[src/rtl/blink_meter_pkg.sv]
// blink_meter_pkg: shared state encoding and counter limits for the blink period meter.
package blink_meter_pkg;
    typedef enum logic {ST_IDLE = 1'b0, ST_MEASURE = 1'b1} state_t;
    localparam int DEF_WIDTH = 8;
    function automatic int cnt_max(input int w);
        return (1 << w) - 1;
    endfunction
    localparam int CNT_MAX = cnt_max(DEF_WIDTH);
endpackage

[src/rtl/blink_meter_sync_rise_detect.sv]
// sync_rise_detect: multi-flop synchronizer for an async level plus rising-edge detect.
module sync_rise_detect #(
    parameter int SYNC_STAGES = 2
) (
    input  logic clk,
    input  logic rst,
    input  logic sig_in,
    output logic sig_s,
    output logic rise
);
    logic [SYNC_STAGES-1:0] r_sync;
    logic r_sig_d;
    always_ff @(posedge clk or negedge rst)
        if (!rst) begin
            r_sync  <= '0;
            r_sig_d <= 1'b0;
        end else begin
            r_sync  <= {r_sync[SYNC_STAGES-2:0], sig_in};
            r_sig_d <= r_sync[SYNC_STAGES-1];
        end
    assign sig_s = r_sync[SYNC_STAGES-1];
    assign rise  = sig_s & ~r_sig_d;
endmodule

[src/rtl/blink_meter.sv]
// blink_meter: measures rise-to-rise period of an async blink line, offers it on valid/ack,
// flags overrun of unacknowledged results and loss of signal.
module blink_meter
    import blink_meter_pkg::*;
#(
    parameter int WIDTH       = DEF_WIDTH,
    parameter int SYNC_STAGES = 2
) (
    input  logic             clk,
    input  logic             rst,
    input  logic             sig_in,
    output logic [WIDTH-1:0] period,
    output logic             period_valid,
    input  logic             period_ack,
    output logic             overrun,
    output logic             timeout,
    output logic             locked
);
    localparam logic [WIDTH-1:0] CNT_TOP = WIDTH'(cnt_max(WIDTH));
    state_t r_state, w_state_nx;
    logic [WIDTH-1:0] r_cnt, w_cnt_nx, r_period;
    logic r_valid, r_overrun, r_timeout;
    logic w_sig_s, w_rise, w_edge, w_cap, w_to;
    sync_rise_detect #(.SYNC_STAGES(SYNC_STAGES)) u_sync (
        .clk   (clk),
        .rst   (rst),
        .sig_in(sig_in),
        .sig_s (w_sig_s),
        .rise  (w_rise)
    );
    assign w_edge = w_rise & w_sig_s;
    always_comb begin
        w_cap      = (r_state == ST_MEASURE) && w_edge;
        w_to       = (r_state == ST_MEASURE) && !w_edge && (r_cnt == CNT_TOP);
        w_cnt_nx   = w_edge ? WIDTH'(1) : (r_state == ST_IDLE || w_to) ? '0 : r_cnt + 1'b1;
        w_state_nx = w_edge ? ST_MEASURE : w_to ? ST_IDLE : r_state;
    end
    // A capture always wins over an ack of the previous result; overrun only survives an unacked replace.
    always_ff @(posedge clk or negedge rst)
        if (!rst) begin
            r_state   <= ST_IDLE;
            r_cnt     <= '0;
            r_period  <= '0;
            r_valid   <= 1'b0;
            r_overrun <= 1'b0;
            r_timeout <= 1'b0;
        end else begin
            r_state   <= w_state_nx;
            r_cnt     <= w_cnt_nx;
            r_timeout <= w_to;
            if (w_cap) r_period <= r_cnt;
            r_valid   <= w_cap | (r_valid & ~period_ack);
            r_overrun <= w_cap ? (r_valid & ~period_ack) : (r_overrun & ~(r_valid & period_ack));
        end
    assign period       = r_period;
    assign period_valid = r_valid;
    assign overrun      = r_overrun;
    assign timeout      = r_timeout;
    assign locked       = (r_state == ST_MEASURE);
endmodule

[config.mk]
export PLATFORM = sky130hd
export DESIGN_NAME = blink_meter
export DESIGN_NICKNAME = d
export VERILOG_FILES = /design/src/rtl/blink_meter_pkg.sv /design/src/rtl/blink_meter_sync_rise_detect.sv /design/src/rtl/blink_meter.sv
export SDC_FILE = /design/constraint.sdc
export NUM_CORES = 1
export LEC_CHECK = 0
export ABC_AREA = 1
export BUFFER_PORTS_ARGS = -buffer_cell sky130_fd_sc_hd__buf_2
export CORE_ASPECT_RATIO = 0.5
export CORE_MARGIN = 1
export CORE_UTILIZATION = 30
export CTS_CLUSTER_SIZE = 28
export DETAILED_ROUTE_END_ITERATION = 8
export MAX_ROUTING_LAYER = met4
export PLACE_DENSITY = 0.57
export SLEW_MARGIN = 10
export SYNTH_ARGS = -nofsm -noshare
export SYNTH_HDL_FRONTEND = slang
export SYNTH_HIERARCHICAL = 1
export SYNTH_SLANG_ARGS = --single-unit
[constraint.sdc]
create_clock -name clk -period 1.2 [get_ports clk]
set_clock_uncertainty 0.1 [all_clocks]
set_input_delay 0.18 -clock clk [delete_from_list [all_inputs] [get_ports clk]]
set_output_delay 0.18 -clock clk [all_outputs]
set_load 0.005 [all_outputs]
==> summary.txt <==
Timing
  • Clock period minus worst slack: between 1 and 1.5 ns
  • Post-route clock period utilization: 102.1%
  • Final hold violation count: 1
  • Least-Margin Pin Slew: between 0.5 and 0.6 ns
  • Min Hold Slack: -0.004316 ns
  • Post-route setup slack: -0.02518 ns
  • Unrepaired setup endpoints after global routing: yes
  • Worst slew margin: approximately 66%
  • Final setup vio count: 13
  • Max Transition Viols Final: 0
  • Fmax: 816.2 MHz

Route
  • Avg WL per Cell: 12.22 µm
  • DR vias: 820
  • Post-DR vias/cell: 4.409
  • DRC viols: 2
  • Post-route antenna net violation count: 0
  • Pre-antenna DRT Iters: 8
  • Drt total wl: approximately 2.3 mm
  • Drt first-iter violations: 28

GRT
  • Initial antenna violation count: 0
  • First-pass GRT wire length: approximately 3.4 mm
  • Largest net degree at the start of global routing: 24
  • Total grt overflow: 0
  • Overall Global Routing Usage: 12.50%
  • Vias in the first global route: 810

Synthesis
  • Yosys warns: 6
  • Mean Syn Cell Area: around 9.7 µm²
  • Syn Inst Count: between 100 and 150
  • Post-synthesis sequential area ratio: around 57%
  • Netlist cell types: 19
  • Post-Syn Area: 1015 µm²
  • Syn Nets: between 100 and 150
  • FF+latch count, synth: 23

Finish
  • Area growth, synth to finish: 45.99%
  • Fillers: 280
  • Post-layout util: 47.78%
  • Diodes inserted: 0
  • Layout Nets: between 150 and 200
  • Final non-filler cell total: about 190
  • Layout cells sized above 1: about half

Die
  • Die area: ~3600 µm²
  • Top-level I/O count: 16
  • Die H: roughly 43 µm
  • Core region area: between 3000 and 4000 µm²
  • FP Rows: 14
  • Die X: 84.25 µm
  • Initial core utilization: about a third

Pwr
  • Maximum vdd drop: 406.8 µV
  • Final Power: between 1.5 and 2 mW
  • Power Dens Cells: roughly 1200 nW/µm²
  • Pleak: 0.7062 nW

Clock tree
  • Sink Count: 23
  • H-tree depth: 1
  • CTS tree: yes
  • Worst-path clk slew: about 0.08 ns
  • Clock Latency Late Sink: between 0.2 and 0.3 ns
  • TritonCTS buffer count: 3
  • Root Buffer: clkbuf_8
  • Max clock buf depth: 2

Flow run
  • Max-Cap Viols: 0

Run status
  • Failing checks: DRC, hold timing, setup timing
  • Outcome: complete, but fails checks

Placement
  • GP Congestion: 0.7692
  • Post-DP HPWL: ~1.4 mm
  • IO Port Bufs: 15
  • Placed Cells: roughly 170

Setup path
  • Worst Path Arrival: approximately 1.3 ns
  • Startpoint Class: flip-flop
  • Required @ worst endpoint: between 1 and 1.5 ns
  • Critical Setup Path Class: reg2reg
  • Max FO, Critical Path: 5
  • Critical Path End Type: flip-flop

Worst hold path
  • Worst Hold Class: in2reg
worst max-delay path, stage by stage, from the launching register on:
cell	delay, ns
dfrtp_1	0.40
nor2_4	0.24
nand3_4	0.16
buf_6	0.15
a21oi_2	0.11
repair_timing:
action | CTS | global route
buffers inserted | 5 | 2
resized for setup | 6 | 23
endpoints found under the hold margin | 24 | 0
pin swaps | 8 | 5
gates cloned | 0 | 2
setup endpoints to repair | 16 | 21
hold buffers | 2 | 0
synthesized netlist by cell type:
cell,count,area (µm²)
nand2_2,1,6.260
a21oi_2,1,8.760
a21oi_1,1,5.000
nand2_1,25,93.84
nor3_1,1,5.000
o21ai_0,4,20.02
nand3_4,1,17.52
dfrtp_1,23,575.6
inv_1,16,60.06
xor2_1,1,8.760
xnor2_1,1,8.760
nor2_2,2,12.51
nand3_2,1,10.01
buf_6,1,11.26
ha_1,1,12.51
nor2_1,7,26.28
nor2_4,2,22.52
o21ai_2,8,70.07
nand3_1,8,40.04
worst paths after layout:
kind,cells after the start,end,start,slack [ns]
setup / recovery,4,overrun,u_sync/r_sig_d,-0.03
hold / removal,2,period_valid,period_ack,-0.004
setup reg to reg,4,overrun,u_sync/r_sig_d,-0.03
hold reg to reg,0,u_sync/r_sync[1],u_sync/r_sync[0],0.25
max in group asynchronous,2,r_cnt[2],rst,0.32
min in group asynchronous,2,period[1],rst,0.31
cells in the final DEF, fill, tap and decap left out:
cell           count
a21oi_2            2
buf_12             1
buf_2             14
buf_4             13
buf_6              6
clkbuf_8           3
clkinv_2           1
dfrtp_1           22
dfrtp_2            1
dlygate4sd3_1      2
ha_4               1
inv_1             13
inv_2              3
nand2_1           21
nand2_2            4
nand2_4            1
nand3_1            6
nand3_2            2
nand3_4            4
nor2_1             4
nor2_2             4
nor2_4             3
nor3_2             1
o21ai_0            2
o21ai_1            1
o21ai_2            9
xnor2_1            1
xor2_1             1
final cells by class:
type / instances / area [µm²] / share of cell area [%]
Inverter: 16 / 60.06 / 4.054
Sequential cell: 23 / 576.8 / 38.94
Multi-Input combinational cell: 67 / 473.0 / 31.93
Tap cell: 40 / 50.05 / 3.378
Clock buffer: 3 / 41.29 / 2.787
Clock inverter: 1 / 5.005 / 0.3378
Timing Repair Buffer: 36 / 275.3 / 18.58
per-layer routing:
| metal | share of wire, % | GRT usage [%] | up-vias |
|---|---|---|---|
| met5 | 0 | - | - |
| met4 | 0.62 | 3.103 | 0 |
| met3 | 3.1 | 3.696 | 2 |
| met2 | 49 | 21.48 | 12 |
| met1 | 47 | 14.67 | 388 |
| li1 | - | - | 418 |
power breakdown:
part | leakage [nW] | internal (mW) | total, mW | switching [mW]
registers | 0.304 | 0.850 | 0.913 | 0.0634
logic | 0.377 | 0.212 | 0.416 | 0.203
clock network | 0.0255 | 0.232 | 0.484 | 0.252
total | 0.706 | 1.29 | 1.81 | 0.519
metrics by stage:
stage               TNS (ns)  worst slack, ns  instance area, µm²
floorplan                  0          0.02400                1022
global placement     -0.1932         -0.03370                1226
detailed placement   -0.5024         -0.05397                1226
CTS                  -0.4221         -0.03814                1351
global route          -1.193         -0.08007                1481
finish               -0.1600         -0.02518                1481
logic make-up after synthesis:
family	count (synthesis)	synth area share, %
buf+inv	17	7.029
simple gates	48	23.06
xor+xnor	2	1.727
compound gates	14	10.23
flops	23	56.72
fa+ha+maj	1	1.233
state kept, by name, indices dropped and copies added, names as in the netlist:
name            flops
locked              1
overrun             1
period              8
period_valid        1
r_cnt               8
timeout             1
u_sync/r_sig_d      1
u_sync/r_sync       2
(Power assumes the default switching activity.)
